<file path="config.mk">
export PLATFORM = sky130hd
export DESIGN_NAME = div_core
export DESIGN_NICKNAME = d
export VERILOG_FILES = /design/src/rtl/div_core.sv
export SDC_FILE = /design/constraint.sdc
export NUM_CORES = 1
export LEC_CHECK = 0
export CELL_PAD_IN_SITES_DETAIL_PLACEMENT = 0
export CELL_PAD_IN_SITES_GLOBAL_PLACEMENT = 1
export CORE_MARGIN = 2
export CORE_UTILIZATION = 31
export CTS_CLUSTER_DIAMETER = 50
export DETAILED_ROUTE_END_ITERATION = 8
export GPL_TIMING_DRIVEN = 0
export PLACE_DENSITY_LB_ADDON = 0.1
export SLEW_MARGIN = 10
export SYNTH_ARGS = -nofsm -noshare
export SYNTH_HDL_FRONTEND = slang
export SYNTH_SLANG_ARGS = --single-unit
</file>
<file path="constraint.sdc">
create_clock -name clk -period 6.4 [get_ports clk]
set_input_delay 0.96 -clock clk [delete_from_list [all_inputs] [get_ports clk]]
set_output_delay 0.96 -clock clk [all_outputs]
set_load 0.1 [all_outputs]
</file>
<file path="src/rtl/div_core.sv">
// rtl/div_core.sv - sequential restoring unsigned divider, one quotient bit per clock
module div_core #(
  parameter int WIDTH = 4
) (
  input  logic             clk,
  input  logic             rst,
  input  logic             start,
  input  logic [WIDTH-1:0] A,
  input  logic [WIDTH-1:0] B,
  output logic [WIDTH-1:0] Q,
  output logic [WIDTH-1:0] R,
  output logic             busy,
  output logic             done,
  output logic             dbz
);

  localparam int CW = $clog2(WIDTH + 1);

  typedef enum logic {IDLE, RUN} state_t;

  state_t           state, state_next;
  logic [WIDTH-1:0] rem, dvd, dsr;
  logic [CW-1:0]    cnt;
  logic [WIDTH:0]   rem_sh, trial;
  logic [WIDTH-1:0] rem_next, dvd_next;
  logic             launch, zero_launch, last;

  assign busy = (state == RUN);

  // One restoring step; the partial remainder stays below the divisor, so
  // WIDTH+1 bits suffice and the trial MSB is its sign.
  always_comb begin
    launch      = (state == IDLE) && start && (B != '0);
    zero_launch = (state == IDLE) && start && (B == '0);
    last        = (state == RUN) && (cnt == CW'(1));
    rem_sh      = {rem, dvd[WIDTH-1]};
    trial       = rem_sh - {1'b0, dsr};
    rem_next    = rem_sh[WIDTH-1:0];
    dvd_next    = {dvd[WIDTH-2:0], 1'b0};
    if (!trial[WIDTH]) begin
      rem_next = trial[WIDTH-1:0];
      dvd_next = {dvd[WIDTH-2:0], 1'b1};
    end
  end

  always_ff @(posedge clk) begin
    if (rst) state <= IDLE;
    else     state <= state_next;
  end

  always_comb begin
    state_next = state;
    case (state)
      IDLE:    if (launch) state_next = RUN;
      RUN:     if (last)   state_next = IDLE;
      default: state_next = IDLE;
    endcase
  end

  always_ff @(posedge clk) begin
    if (rst) begin
      rem  <= '0;
      dvd  <= '0;
      dsr  <= '0;
      cnt  <= '0;
      Q    <= '0;
      R    <= '0;
      done <= 1'b0;
      dbz  <= 1'b0;
    end else begin
      done <= 1'b0;
      if (launch) begin
        dvd <= A;
        dsr <= B;
        rem <= '0;
        cnt <= CW'(WIDTH);
      end else if (zero_launch) begin
        Q    <= '1;
        R    <= A;
        dbz  <= 1'b1;
        done <= 1'b1;
      end else if (state == RUN) begin
        rem <= rem_next;
        dvd <= dvd_next;
        cnt <= cnt - CW'(1);
        // Final step writes the result straight from the step logic.
        if (last) begin
          Q    <= dvd_next;
          R    <= rem_next;
          dbz  <= 1'b0;
          done <= 1'b1;
        end
      end
    end
  end

endmodule

</file>
==> impl_metrics.yaml, run 1 <==
layout:
  final_cell_area_mm2: 0.00166
  areaGrowthSynthToFinish_pct: 26.1
  drive_above_1_share: 0.0543
  fin_nets: 203
  post-route-util: 0.410
  antennaDiodeCount: 0
synthesis:
  ys_async_sr_fraction: 0
  synth.cell_area_mm2: 0.00132
  synth_top_cell_by_area: "dfxtp_1"
  ys_types: 40
  ys_seq_area_frac: 0.395
  yosysTopAreaCellShare: 0.395
  syn_area_per_cell_um2: 8.29
  synth_nets: 177
  synth_warnings: 0
  synth_most_common_cell: "dfxtp_1"
  synth_cells: 159
  synth_edf_count: 0
  synth_area_leaders: "dfxtp_1, a22oi_1, ha_1, nor2_1, a21oi_1"
  synth_flop_cell: "dfxtp_1"
  yosys-top-cells-count: "dfxtp_1, nor2_1, nand2_1"
  ys_seq_elements: 26
sta:
  setup_viol: 0
  maxSlewViolCount: 0
  finalSetupTns_ns: 0
  grt_setup_unrepaired: "false"
  finalCritPeriodShare: 0.438
  maxSlewHeadroom: 0.347
  finalHoldViolCount: 0
  layout_setup_ws_ns: 3.60
  period_needed_ns: 2.80
  final.setup_skew_ns: 0.00464
  worstMarginPinSlew_ns: 0.976
  fmax_mhz: 357
placed_design:
  numPortBuffers: 21
  placed_cell_area_mm2: 0.00159
  hpwl_um: 2560
  dp_slack_ns: 3.52
  routabilityCongestion: 0.777
drt:
  wire_per_inst_um: 14.6
  first_pass_iters: 4
  routed_wirelength_um: 3410
  drc: 0
  viasPerCell: 5.19
  vias: 1214
  ant_nets: 0
  drt-initial-drc-count: 74
clocking:
  cts_buffers: 3
  clkTransAtPathRegs_ns: 0.10
  clockBufferDepth: 2
  cts.sinks: 26
  clk_root_buffer_cell: "clkbuf_8"
  cts_resized: 0
  h-tree-depth: 1
  post_cts_buffers: 0
  clk_latency_ns: 0.27
  cts_tree: "yes"
  cts_hold_buf: 0
pwr:
  p_seq_frac: 0.418
  total_power_uw: 428
  pwr-share-clk: 0.325
  switching_share: 0.302
  power_per_cell_area_mw_per_mm2: 257
  p_switching_uw: 129
  intPower_uw: 299
  p_leak_nw: 0.613
  p_comb_frac: 0.257
  irDropWorstVdd_uv: 156
critical_path:
  cp.arrival_ns: 1.84
  path_cells: "clkdlybuf4s50_1"
  worstSetupPathDepth: 1
  cpPeakStageDelay_ns: 1.16
  cp_max_fo: 4
  reg2regPathDepth: 10
  crit_family: "buffers and inverters"
  cp_slowest_cell: "clkdlybuf4s50_1"
  start_kind: "register"
  critPathBufInv: 1
  cp.required_ns: 5.44
  r2r-end: "R[3]"
  critPathLaunch: "busy"
  critPathCaptureType: "primary output"
  worstSetupPathType: "register to primary output"
  timing.rr.start: "dvd[3]"
  rrSetupSlack_ns: 3.79
global_routing:
  overflow: 0
  grt_pass1_wl_um: 5660
  first_global_vias: 1168
  grt_usage: 0.148
  grt_max_degree: 16
  antenna_found_initial: 0
floorplan:
  fp.dieH_um: 69.2
  initial_utilization: 0.325
  core-area_mm2: 0.00406
  die_width_um: 69.2
  die-area_mm2: 0.00479
  rows: 23
  pin_count: 22
min_path:
  hp-start: "dsr[0]"
  holdPathEnd: "dsr[0]"
  hold_path_depth: 2
  hp-class: "register to register"
run_status:
  status: "finished, final reports clean"
job:
  maxCapViolations: 0
per-stage QoR:
step | hold slack [ns] | cells
after global placement | 0.462 | 230
after floorplan | 0.440 | 159
final | 0.486 | 234
after global routing | 0.503 | 234
after CTS | 0.485 | 234
after detailed placement | 0.470 | 230
cell families after synthesis:
kind of cell,Yosys count,share of synthesized area
AO/OA/AOI/OAI,44,0.218
XOR/XNOR,4,0.0266
adder cells (fa/ha/maj),7,0.0721
buffers and inverters,16,0.0579
flip-flops,26,0.395
AND/OR/NAND/NOR,62,0.231
tightest hold or removal path: cells and delay by family, from the launching register on:
| kind | cells | cell delay [ns] |
|---|---|---|
| simple gates | 1 | 0.06 |
| flops | 1 | 0.34 |
| compound gates | 1 | 0.05 |
how the worst max path moves through the flow:
| stage | end | slack (ns) |
|---|---|---|
| 2_1_floorplan | R[3] | 4.01 |
| 3_3_place_gp | R[3] | 3.54 |
| 3_5_place_dp | R[3] | 3.52 |
| 4_1_cts | busy | 3.58 |
| 5_1_grt | busy | 3.54 |
| 6_report | busy | 3.60 |
layout make-up:
cell class | count | area [µm²]
clock inverters | 1 | 30.0
plain buffers | 8 | 46.3
clock buffers | 3 | 41.3
fillers | 429 | 2390
well taps | 50 | 62.6
flip-flops and latches | 26 | 520
inverters | 8 | 30.0
multi-input cells | 117 | 722
repair buffers | 21 | 210
power groups by stage:
stage | registers (mW) | clock network, mW | logic [mW]
5_1_grt | 0.180 | 0.150 | 0.122
6_report | 0.179 | 0.139 | 0.110
3_5_place_dp | 0.182 | 0 | 0.110
3_3_place_gp | 0.182 | 0 | 0.109
4_1_cts | 0.179 | 0.143 | 0.111
2_1_floorplan | 0.198 | 0 | 0.0641
metal layers:
metal	track usage	share of wire
met3	0.0334	0.036
met5	0	0
met1	0.209	0.50
met4	0.0261	0.0050
met2	0.235	0.46
registers in the layout, summed over array words and instances (netlist names):
signal	flops
dsr	4
rem	4
dvd	4
done	1
busy	1
dbz	1
Q	4
cnt	3
R	4
placed cells by master (no fill, tap or decap), types with 2 or more instances in the layout:
| cell type | n |
|---|---|
| nor3_1 | 8 |
| xnor2_1 | 3 |
| nand3b_1 | 3 |
| nand3_1 | 3 |
| o21ai_0 | 7 |
| clkbuf_1 | 5 |
| a22oi_1 | 10 |
| a211oi_1 | 2 |
| ha_1 | 6 |
| clkdlybuf4s50_1 | 21 |
| inv_1 | 8 |
| nand2b_1 | 3 |
| a21oi_1 | 13 |
| dfxtp_1 | 26 |
| o22ai_1 | 2 |
| buf_6 | 2 |
| nor2_1 | 18 |
| nand2_1 | 15 |
| clkbuf_8 | 3 |
| nor2b_1 | 3 |
Power figures use the tool's default switching activity.
==> run 2: changes to the inputs <==
clock period = 2.4 ns   (was 6.4 ns; I/O delays follow)
==> run 2 against run 1 <==
Die area unchanged. Core utilization increased by 0.86 points. Non-clock buffer count increased by 3. Wire length increased by 4.3%. Count of clock-buffer cells in the layout unchanged. Flip-flop and latch count unchanged. Critical endpoint is now R[3].
==> impl_metrics.yaml, run 2 (same netlist as run 1, synthesis figures left out) <==
global_routing:
  antenna_found_initial: 0
  grt_usage: 0.152
  grt_pass1_wl_um: 5800
  first_global_vias: 1191
  overflow: 0
  grt_max_degree: 16
critical_path:
  reg2regPathDepth: 9
  worstSetupPathType: "register to register"
  cp_max_fo: 7
  cp.arrival_ns: 2.51
  start_kind: "register"
  cp.required_ns: 2.60
  r2r-end: "R[3]"
  timing.rr.start: "dvd[3]"
  critPathCaptureType: "register"
  rrSetupSlack_ns: 0.09
layout:
  final_common_cell: "dfxtp_1"
  post-route-util: 0.418
  multiInputGateArea_um2: 737
  fillers: 428
  areaGrowthSynthToFinish_pct: 28.7
  antennaDiodeCount: 0
  fin_nets: 206
  fin_cells: 237
  drive_above_1_share: 0.102
  layout_common_cells: "dfxtp_1, clkdlybuf4s50_1, nor2_1"
  regArea_um2: 522
drt:
  ant_nets: 0
  routed_wirelength_um: 3550
  vias: 1248
  viasPerCell: 5.27
  first_pass_iters: 6
  drt-initial-drc-count: 86
  drc: 0
  wire_per_inst_um: 15.0
pwr:
  irDropWorstVdd_uv: 417
  p_leak_nw: 0.627
  power_per_cell_area_mw_per_mm2: 678
  total_power_mw: 1.15
placed_design:
  dp_cells: 230
  dp_slack_ns: -0.177
  hpwl_um: 2560
  numPortBuffers: 21
  routabilityCongestion: 0.777
sta:
  period_needed_ns: 2.31
  fmax_mhz: 433
  finalHoldViolCount: 0
  maxSlewViolCount: 0
  maxSlewHeadroom: 0.347
  finalSetupTns_ns: 0
  setup_viol: 0
  finalCritPeriodShare: 0.963
  worstMarginPinSlew_ns: 0.976
  layout_setup_ws_ns: 0.0882
  grt_setup_unrepaired: "false"
  final.setup_skew_ns: 0.00390
clocking:
  cts_hold_buf: 0
  clkTransAtPathRegs_ns: 0.10
  cts_buffers: 3
  cts_tree: "yes"
  h-tree-depth: 1
  clk_root_buffer_cell: "clkbuf_8"
  clockBufferDepth: 2
  clk_latency_ns: 0.27
  cts.sinks: 26
floorplan:
  core-area_mm2: 0.00406
  die-area_mm2: 0.00479
  fp.dieH_um: 69.2
  die_width_um: 69.2
  pin_count: 22
  initial_utilization: 0.325
  rows: 23
min_path:
  hold_path_depth: 2
  hp-class: "register to register"
  hp-start: "dsr[0]"
  holdPathEnd: "dsr[0]"
job:
  maxCapViolations: 0
run_status:
  status: "finished, final reports clean"
==> run 2: cell count changes in the layout (fill, tap and decap cells not counted), sizes merged <==
cell	previous run	this run
buf	3	6
==> run 2: power by group <==
part / leakage [nW] / total, mW / internal, mW / switching, mW
Sequential: 0.212 / 0.477 / 0.457 / 0.0197
Combinational: 0.379 / 0.303 / 0.122 / 0.181
Clock: 0.0357 / 0.372 / 0.223 / 0.149
Total: 0.627 / 1.15 / 0.802 / 0.350
==> run 2: worst max-delay path: stages (launching register included) <==
cell      delay (ns)
dfxtp_2         0.33
inv_1           0.06
ha_2            0.18
inv_2           0.05
fa_2            0.35
a211o_1         0.32
a21o_1          0.17
and2_4          0.18
or4b_4          0.52
o221ai_2        0.07
==> run 2: layout make-up <==
| type | count | area share |
|---|---|---|
| Multi-Input combinational cell | 117 | 0.434 |
| Sequential cell | 26 | 0.307 |
| Clock buffer | 3 | 0.0243 |
| Timing Repair Buffer | 25 | 0.141 |
| Buffer | 7 | 0.0206 |
| Tap cell | 50 | 0.0368 |
| Clock inverter | 1 | 0.0177 |
| Inverter | 8 | 0.0177 |
==> run 2: how the worst max path moves through the flow <==
stage	endpoint	depth (start not counted)	start	slack, ns
6_report	R[3]	9	dvd[3]	0.09
5_1_grt	R[3]	9	dvd[3]	0.003
4_1_cts	R[3]	10	dvd[3]	0.008
3_5_place_dp	R[3]	10	dvd[3]	-0.18
3_3_place_gp	R[3]	10	dvd[3]	-0.15
2_1_floorplan	R[3]	10	dvd[3]	0.008
==> run 2: layer usage <==
layer | wire, µm | global-route usage | up-vias | part of all wire
met5 | 0 | 0 | - | 0
li1 | - | - | 618 | -
met1 | 1700 | 0.213 | 605 | 0.48
met4 | 17 | 0.0261 | 0 | 0.0048
met2 | 1670 | 0.244 | 23 | 0.47
met3 | 167 | 0.0334 | 2 | 0.047
==> run 2: through the flow <==
stage,hold slack (ns),area (µm²)
after floorplan,0.440,1320
after global placement,0.462,1590
after detailed placement,0.470,1590
after CTS,0.485,1690
after global routing,0.503,1700
final,0.487,1700
==> run 2: what timing repair did <==
| item | CTS | global route |
|---|---|---|
| gates resized for setup | 4 | 2 |
| pin swaps | 3 | 3 |
| endpoints found under the setup margin | 4 | 1 |
| setup buffers | 3 | 1 |
| gates cloned | 0 | 0 |
